==> config.mk <==
export PLATFORM = sky130hd
export DESIGN_NAME = loop_sequencer
export DESIGN_NICKNAME = d
export VERILOG_FILES = /design/src/rtl/beatloop_pkg.sv /design/src/rtl/step_timer.sv /design/src/rtl/loop_sequencer.sv
export SDC_FILE = /design/constraint.sdc
export NUM_CORES = 1
export LEC_CHECK = 0
export CORE_ASPECT_RATIO = 1.25
export CORE_MARGIN = 4
export CORE_UTILIZATION = 45
export CTS_BUF_LIST = sky130_fd_sc_hd__clkbuf_2 sky130_fd_sc_hd__clkbuf_4 sky130_fd_sc_hd__clkbuf_8
export DETAILED_ROUTE_END_ITERATION = 6
export PLACE_DENSITY = 0.59
export SETUP_SLACK_MARGIN = 0.02
export SYNTH_ARGS = -nofsm -noshare
export SYNTH_HDL_FRONTEND = slang
export SYNTH_SLANG_ARGS = --single-unit
==> constraint.sdc <==
create_clock -name clk -period 7.7 [get_ports clk]
set_input_delay 1.925 -clock clk [delete_from_list [all_inputs] [get_ports clk]]
set_output_delay 1.925 -clock clk [all_outputs]
set_load 0.01 [all_outputs]
==> src/rtl/beatloop_pkg.sv <==
// Shared definitions for the beat-loop sequencer: mode encodings and note constants.
package beatloop_pkg;

  localparam int NOTE_W = 8;
  localparam logic [NOTE_W-1:0] NOTE_REST = '0;

  typedef enum logic [1:0] {
    MODE_IDLE   = 2'd0,
    MODE_RECORD = 2'd1,
    MODE_PLAY   = 2'd2,
    MODE_CLEAR  = 2'd3
  } mode_e;

endpackage

==> src/rtl/step_timer.sv <==
// Tempo grid: tick counter within a step, step counter across the loop, boundary strobe.
module step_timer #(
  parameter int STEPS          = 16,
  parameter int TICKS_PER_STEP = 6_250_000,
  localparam int STEP_W        = $clog2(STEPS),
  localparam int TICK_W        = $clog2(TICKS_PER_STEP)
) (
  input  logic              clk,
  input  logic              resetn,
  input  logic              run,
  input  logic              restart,
  output logic [STEP_W-1:0] step,
  output logic              step_pulse
);

  logic [TICK_W-1:0] r_tick;
  logic [STEP_W-1:0] r_step;
  logic              w_term;

  assign w_term     = (r_tick == TICK_W'(TICKS_PER_STEP - 1));
  assign step_pulse = run & ~restart & w_term;
  assign step       = r_step;

  // STEPS is a power of two, so the step counter wraps on its own.
  always_ff @(posedge clk or negedge resetn) begin
    if (!resetn) begin
      r_tick <= '0;
      r_step <= '0;
    end else if (restart) begin
      r_tick <= '0;
      r_step <= '0;
    end else if (run) begin
      if (w_term) begin
        r_tick <= '0;
        r_step <= r_step + 1'b1;
      end else begin
        r_tick <= r_tick + 1'b1;
      end
    end
  end

endmodule

==> src/rtl/loop_sequencer.sv <==
// Beat-loop controller: records live notes on a tempo grid into a pattern memory and replays it.
module loop_sequencer
  import beatloop_pkg::*;
#(
  parameter int STEPS          = 16,
  parameter int TICKS_PER_STEP = 6_250_000,
  parameter int NOTE_W         = beatloop_pkg::NOTE_W,
  localparam int STEP_W        = $clog2(STEPS)
) (
  input  logic              clk,
  input  logic              resetn,
  input  logic [NOTE_W-1:0] live_note,
  input  logic              rec_btn,
  input  logic              play_btn,
  input  logic              clear_btn,
  output logic [NOTE_W-1:0] note_out,
  output logic [STEP_W-1:0] step,
  output logic              step_pulse,
  output logic [1:0]        mode
);

  localparam logic [NOTE_W-1:0] REST = NOTE_W'(NOTE_REST);

  mode_e             r_state;
  mode_e             w_next;
  logic              r_rec_d;
  logic              r_play_d;
  logic              r_clr_d;
  logic              w_rec_e;
  logic              w_play_e;
  logic              w_clr_e;
  logic              w_run;
  logic              w_restart;
  logic              w_pulse;
  logic [STEP_W-1:0] w_step;
  logic [STEP_W-1:0] r_clr_addr;
  logic [NOTE_W-1:0] r_cap;
  logic [NOTE_W-1:0] w_wv;
  logic [NOTE_W-1:0] r_mem [STEPS];
  logic [NOTE_W-1:0] w_note;
  logic [NOTE_W-1:0] r_note;

  // Previous-level flops reset high so a button held through reset needs a fresh press.
  always_ff @(posedge clk or negedge resetn) begin
    if (!resetn) begin
      r_rec_d  <= 1'b1;
      r_play_d <= 1'b1;
      r_clr_d  <= 1'b1;
    end else begin
      r_rec_d  <= rec_btn;
      r_play_d <= play_btn;
      r_clr_d  <= clear_btn;
    end
  end

  assign w_rec_e  = rec_btn   & ~r_rec_d  & (r_state != MODE_CLEAR);
  assign w_play_e = play_btn  & ~r_play_d & (r_state != MODE_CLEAR);
  assign w_clr_e  = clear_btn & ~r_clr_d  & (r_state != MODE_CLEAR);

  step_timer #(
    .STEPS          (STEPS),
    .TICKS_PER_STEP (TICKS_PER_STEP)
  ) u_timer (
    .clk        (clk),
    .resetn     (resetn),
    .run        (w_run),
    .restart    (w_restart),
    .step       (w_step),
    .step_pulse (w_pulse)
  );

  always_ff @(posedge clk or negedge resetn) begin
    if (!resetn) r_state <= MODE_IDLE;
    else         r_state <= w_next;
  end

  always_comb begin
    w_next    = r_state;
    w_restart = 1'b0;
    w_run     = (r_state == MODE_RECORD) || (r_state == MODE_PLAY);
    case (r_state)
      MODE_IDLE: begin
        if (w_clr_e) begin
          w_next = MODE_CLEAR;
        end else if (w_rec_e) begin
          w_next    = MODE_RECORD;
          w_restart = 1'b1;
        end else if (w_play_e) begin
          w_next    = MODE_PLAY;
          w_restart = 1'b1;
        end
      end
      MODE_RECORD: begin
        if (w_clr_e)                  w_next = MODE_CLEAR;
        else if (w_rec_e || w_play_e) w_next = MODE_PLAY;
      end
      MODE_PLAY: begin
        if (w_clr_e)       w_next = MODE_CLEAR;
        else if (w_rec_e)  w_next = MODE_RECORD;
        else if (w_play_e) w_next = MODE_IDLE;
      end
      MODE_CLEAR: begin
        w_restart = 1'b1;
        if (r_clr_addr == STEP_W'(STEPS - 1)) w_next = MODE_IDLE;
      end
      default: w_next = MODE_IDLE;
    endcase
  end

  always_ff @(posedge clk or negedge resetn) begin
    if (!resetn)                   r_clr_addr <= '0;
    else if (r_state == MODE_CLEAR) r_clr_addr <= r_clr_addr + 1'b1;
    else                           r_clr_addr <= '0;
  end

  // Capture holds the first non-rest note of the step; it never survives a step or mode change.
  always_ff @(posedge clk or negedge resetn) begin
    if (!resetn)                                 r_cap <= '0;
    else if (r_state != MODE_RECORD || w_pulse)  r_cap <= '0;
    else if (r_cap == REST)                      r_cap <= live_note;
  end

  assign w_wv = (r_cap != REST) ? r_cap : live_note;

  always_ff @(posedge clk or negedge resetn) begin
    if (!resetn) begin
      for (int i = 0; i < STEPS; i++) r_mem[i] <= '0;
    end else if (r_state == MODE_CLEAR) begin
      r_mem[r_clr_addr] <= '0;
    end else if (r_state == MODE_RECORD && w_pulse && w_wv != REST) begin
      r_mem[w_step] <= w_wv;
    end
  end

  always_comb begin
    w_note = REST;
    case (r_state)
      MODE_IDLE:              w_note = live_note;
      MODE_RECORD, MODE_PLAY: w_note = (live_note != REST) ? live_note : r_mem[w_step];
      default:                w_note = REST;
    endcase
  end

  always_ff @(posedge clk or negedge resetn) begin
    if (!resetn) r_note <= '0;
    else         r_note <= w_note;
  end

  assign note_out   = r_note;
  assign step       = w_step;
  assign step_pulse = w_pulse;
  assign mode       = r_state;

endmodule
==> qor.yml, run 1 <==
sta:
  rsz0062_at_grt: "no"
  post-route-min-period_ns: 4.923
  worst_hold_slack_ns: 0.4926
  finalCritPeriodShare: 0.6393
  fin_skew_ns: 0.01447
  max_slew_margin: 0.1621
  setup_viol: 0
  drv_slew: 0
  tns_ns: 0
  worst_slew_pin_slew_ns: 1.253
  max_freq_mhz: 203.1
  hold_viol: 0
final_layout:
  finalNetCount: 885
  drive_above_1_share: 0.1034
  num-fill-cells: 1823
  syn_to_final_growth_pct: 10.19
  multi_input_area_mm2: 0.004482
  antenna_cells: 0
  regArea_mm2: 0.004509
synth:
  synth-seq-area-share: 0.4843
  ys_async_sr_fraction: 1.000
  synth_xor_area_frac: 0.008468
  synth_top_area_share: 0.4758
  synth.ff_latch_count: 180
  ys_types: 50
  synth_top_family_by_area: "compound AO/OA/AOI/OAI gates"
  synth-compound-area-share: 0.2278
  ys.flop_type: "dfrtp_1"
  yosys.area_share.adder: 0.02016
  yosys.area.top_type: "dfrtp_1"
  yosysWarnings: 0
  synthSimpleGateAreaFrac: 0.1348
  synth.area.top_cells: "dfrtp_1 (48%), mux4_2 (7.7%), o2bb2ai_1 (6.8%)"
  synth-edff-count: 0
  synth.area.mux_share: 0.08938
  netlist_area_mm2: 0.009309
  syn_inst: 863
  syn_nets: 891
  synth_area_per_cell_um2: 10.79
die:
  die_area_mm2: 0.02307
  ios: 28
  die_y_um: 168.8
  die_w_um: 136.6
  core_mm2: 0.02025
  rows: 58
  initial_utilization: 0.4598
pwr:
  worst_ir_drop_vdd_uv: 168.2
  p_leak_nw: 4.470
  power.density_mw_per_mm2: 306.4
  power_w: 0.003143
critical_path:
  path_class: "flip-flop to primary output"
  worst_ep_required_time_ns: 5.78
  end_kind: "primary output"
  crit_chain: "nor4b_1 -> nand4_1 -> nor3_1 -> clkdlybuf4s50_1"
  worst_r2r_path_depth: 7
  cp_slowest_stage_delay_ns: 0.62
  cp_max_fo: 9
  worst_ep_arrival_time_ns: 3.00
  startpoint_type: "flip-flop"
  cp_slowest_cell: "clkdlybuf4s50_1"
clock_network:
  cts_tree: "built"
  hold_buffers: 0
  cts.path.max_buffers: 2
  cts_htree_levels: 4
  cts-resized-gates: 0
  cts.clk_slew.worst_paths_ns: 0.09
  root_buffer: "clkbuf_8"
  post_cts_buffers: 0
  cts.sinks: 180
  clk_latency_ns: 0.48
  cts_buffers: 17
grt:
  grtUsageTotal: 0.2458
  grt_pass1_wl_mm: 43.70
  grt_max_degree: 74
  grt_antenna_before_repair: 0
  grt_pass1_vias: 7792
  gr-total-overflow: 0
place:
  detailed_place_hpwl_mm: 18.13
  io_buffer_count: 27
  gp_congestion: 0.8790
route:
  drt-initial-drc-count: 527
  num_vias: 7480
  wl_per_cell_um: 24.09
  routed_wl_mm: 27.46
  drt-pass1-iter-count: 4
  vias_per_cell: 6.561
  antenna_left: 0
  drc: 0
min_path:
  min_path_cells: 1
  hp-class: "flip-flop to flip-flop"
job:
  maxCapViolations: 0
run_status:
  status: "finished, final reports clean"
[where the power goes]
group          total [W]  internal, W  switching [W]
registers        0.00110      0.00102      0.0000835
clock network   0.000765     0.000395       0.000370
logic            0.00127     0.000403       0.000871
total            0.00314      0.00182        0.00132
[synth_stat cells (all sizes together), types with 15 or more instances]
cell / count
and2: 15
a32oi: 48
nand3: 19
nor2: 51
o211ai: 48
nand2: 93
nand4: 19
dfrtp: 177
clkbuf: 61
a22oi: 16
o2bb2ai: 72
o21ai: 23
ha: 15
mux4: 32
inv: 19
[placed cells by master (no fill, tap or decap), types with 5 or more instances in the layout]
cell	synthesis	final
nor2_1	51	51
o211ai_1	48	48
inv_1	19	19
dfrtp_1	177	176
nand4_1	18	18
buf_4	0	16
a31oi_1	13	13
nor3_1	10	10
or3_1	7	7
bufinv_16	0	5
nand3_1	19	19
and3_1	10	10
o21ai_0	14	14
o2bb2ai_1	72	72
a21oi_1	13	13
o21ai_1	9	9
a32oi_1	48	48
nand2b_1	9	9
a22o_1	13	13
mux2i_1	10	10
clkbuf_8	0	17
ha_1	15	15
a21o_1	11	11
and2_1	15	15
xnor2_1	5	5
clkdlybuf4s50_1	0	26
nand2_1	93	93
mux4_2	32	32
nor4_1	5	5
a22oi_1	16	16
[stage by stage]
| stage | std cells | util | instance area, um^2 | setup WS [ns] |
|---|---|---|---|---|
| 6_report | 1140 | 0.5066 | 10260 | 2.777 |
| 5_1_grt | 1140 | 0.5066 | 10260 | 2.595 |
| 4_1_cts | 1140 | 0.5066 | 10260 | 2.719 |
| 3_5_place_dp | 1108 | 0.4836 | 9792 | 3.202 |
| 3_3_place_gp | 1108 | 0.4836 | 9792 | 3.280 |
| 2_1_floorplan | 863 | - | 9309 | 3.952 |
[flip-flops by register name (all words and copies together) (netlist names)]
signal / count
mode: 2
note_out: 8
r_cap: 8
r_clr_addr: 4
r_clr_d: 1
r_mem: 128
r_play_d: 1
r_rec_d: 1
u_timer.r_tick: 23
u_timer.step: 4
[critical path, delay by kind of cell (launching register included)]
kind	cells	cell delay (ns)
simple gates	3	1.43
buf+inv	1	0.62
flops	1	0.47
[cells by family (layout without fill, tap and decap cells)]
kind of cell,Yosys count,in the layout
buffers and inverters,87,94
and+or+nand+nor,256,256
muxes,43,43
AOI/OAI and AO/OA,273,273
DFF,180,180
xor gates and xnor gates,9,9
adders and majority gates,15,15
[metal layers]
layer	up-vias	global-route usage	share of wire
li1	3323	-	-
met1	3842	0.3174	0.42
met2	259	0.4084	0.50
met3	56	0.04073	0.048
met4	0	0.1043	0.032
met5	-	0	0
[area by class of cell]
class	instances	share of cell area
Sequential cell	180	0.4396
Multi-Input combinational cell	596	0.4369
Timing Repair Buffer	43	0.03818
Tap cell	270	0.03293
Clock buffer	18	0.02354
Clock inverter	14	0.02183
Inverter	19	0.006953
[final timing paths]
kind | startpoint | endpoint | slack (ns)
min in group asynchronous | resetn | r_mem[16] | 1.45
hold / removal | r_mem[8] | r_mem[8] | 0.49
setup reg to reg | mode[0] | r_mem[45] | 4.05
hold reg to reg | r_mem[8] | r_mem[8] | 0.49
setup / recovery | u_timer.r_tick[8] | step_pulse | 2.78
max in group asynchronous | resetn | u_timer.step[0] | 4.97
(Power assumes the default switching activity.)
==> inputs of run 2 (changes only) <==
--- a/config.mk
+++ b/config.mk
@@ -10,7 +10,7 @@
 export CORE_UTILIZATION = 45
 export CTS_BUF_LIST = sky130_fd_sc_hd__clkbuf_2 sky130_fd_sc_hd__clkbuf_4 sky130_fd_sc_hd__clkbuf_8
 export DETAILED_ROUTE_END_ITERATION = 6
-export PLACE_DENSITY = 0.59
+export PLACE_DENSITY = 0.62
 export SETUP_SLACK_MARGIN = 0.02
 export SYNTH_ARGS = -nofsm -noshare
 export SYNTH_HDL_FRONTEND = slang
==> constraint.sdc (replaced) <==
create_clock -name clk -period 4.1 [get_ports clk]
set_input_delay 1.025 -clock clk [delete_from_list [all_inputs] [get_ports clk]]
set_output_delay 1.025 -clock clk [all_outputs]
set_load 0.01 [all_outputs]
==> qor.yml, run 2 (same netlist as run 1, synthesis figures left out) <==
sta:
  tns_ns: 0
  fin_skew_ns: 0.01640
  rsz0062_at_grt: "no"
  max_freq_mhz: 263.1
  drv_slew: 0
  worst_slew_pin_slew_ns: 1.220
  hold_viol: 0
  finalCritPeriodShare: 0.9269
  post-route-min-period_ns: 3.800
  setup_viol: 0
  max_slew_margin: 0.1849
grt:
  use_met1: 0.3150
  grt_most_used_layer: "met2"
  gr-usage-met2: 0.3962
  gr-total-overflow: 0
  grtUsageTotal: 0.2429
  grt_max_degree: 79
  grt_pass1_vias: 7899
  grt_antenna_before_repair: 0
  grt_util_met3: 0.04727
  grt_pass1_wl_mm: 43.68
final_layout:
  layout_commonest_cell: "dfrtp_1"
  antenna_cells: 0
  drive_above_1_share: 0.1168
  stdcell_area_mm2: 0.01034
  largestRegisters: "r_mem (128), u_timer.r_tick (23)"
  layout_common_cells: "dfrtp_1 (176), nand2_1 (93), o2bb2ai_1 (72)"
  finalNetCount: 897
  syn_to_final_growth_pct: 11.06
  finalNonFillerCells: 1152
  largest_register: "r_mem"
  largest_reg_flops: 128
  final_util: 0.5106
route:
  vias_per_cell: 6.592
  wl_per_cell_um: 23.53
  num_vias: 7594
  drc: 0
  routed_wl_mm: 27.11
  antenna_left: 0
  drt-initial-drc-count: 719
  drt-pass1-iter-count: 7
pwr:
  power_w: 0.005873
  clockPowerShare: 0.230
  p_int_w: 0.003363
  comb_power_share: 0.415
  p_leak_nw: 4.521
  swShare: 0.4274
  worst_ir_drop_vdd_uv: 311.6
  power.density_mw_per_mm2: 568.1
  p_seq_frac: 0.355
  p_switching_w: 0.002510
clock_network:
  cts_htree_levels: 4
  post_cts_buffers: 0
  clk_latency_ns: 0.47
  cts.clk_slew.worst_paths_ns: 0.09
  root_buffer: "clkbuf_8"
  cts.sinks: 180
  cts_tree: "built"
  cts.path.max_buffers: 2
  cts_buffers: 17
min_path:
  hp-class: "flip-flop to flip-flop"
  min_path_cells: 1
critical_path:
  r2r-start: "mode[0]"
  worst_ep_required_time_ns: 3.07
  path_class: "flip-flop to primary output"
  worst_r2r_path_depth: 7
  rrSetupSlack_ns: 1.05
  worst_ep_arrival_time_ns: 2.78
  cp-startpoint: "mode[0]"
  r2r-end: "r_mem[98]"
  startpoint_type: "flip-flop"
  cp_max_fo: 12
  end_kind: "primary output"
  endpoint: "step_pulse"
place:
  detailed_place_hpwl_mm: 18.08
  dp_cells: 1120
  io_buffer_count: 27
  gp_congestion: 0.8911
  dpl_cell_area_mm2: 0.009894
die:
  rows: 58
  die_w_um: 136.6
  die_area_mm2: 0.02307
  initial_utilization: 0.4598
  die_y_um: 168.8
  core_mm2: 0.02025
  ios: 28
job:
  maxCapViolations: 0
run_status:
  status: "finished, final reports clean"
[run 2: cell count changes in the layout (fill, tap and decap cells not counted), sizes merged]
cell	previous run	this run
inv	23	25
buf	17	29
clkbuf	18	20
bufinv	5	3
clkinv	4	2
[run 2: routing by layer]
layer,vias up,share of wire
met5,-,0
met4,0,0.030
met3,55,0.056
met2,307,0.50
met1,3887,0.41
li1,3345,-
[run 2: metrics by stage]
stage | setup slack (ns) | hold slack, ns
final | 0.2996 | 0.4936
after global routing | 0.08436 | 0.5057
after CTS | 0.1565 | 0.4943
after detailed placement | 0.6860 | 0.4690
after global placement | 0.7554 | 0.4665
after floorplan | 1.252 | 0.4509
[run 2: how the worst min path moves through the flow]
stage	end	slack, ns	from
final	r_mem[93]	0.49	r_mem[93]
after global routing	r_mem[68]	0.51	r_mem[68]
after CTS	r_mem[5]	0.49	r_mem[5]
after detailed placement	r_mem[5]	0.47	r_mem[5]
after global placement	r_mem[64]	0.47	r_mem[64]
after floorplan	r_mem[10]	0.45	r_mem[10]
[run 2: final cells by class]
class | count | area [um^2]
sequential | 180 | 4509
timing repair buffer | 55 | 494.2
inverter | 19 | 71.32
clock buffer | 20 | 275.3
fill | 1773 | 9908
tap | 270 | 337.8
clock inverter | 12 | 163.9
multi-input combinational | 596 | 4487
[run 2: power by group through the flow]
stage          Clock, W  Sequential (W)  Combinational, W
6_report        0.00135         0.00209           0.00244
5_1_grt         0.00145         0.00211           0.00261
4_1_cts         0.00138         0.00208           0.00242
3_5_place_dp          0         0.00212           0.00241
3_3_place_gp          0         0.00211           0.00236
2_1_floorplan         0         0.00209           0.00146
[run 2: worst max-delay path, cell delays in order (launching register included)]
cell             delay, ns
dfrtp_1               0.45
inv_1                 0.12
ha_1                  0.52
inv_1                 0.28
nor3_2                0.35
clkdlybuf4s50_1       0.60
[run 2: repair_timing]
item                                    CTS  global route
gates resized for setup                   0             1
endpoints found under the setup margin    0             1
hold buffers                              0             0
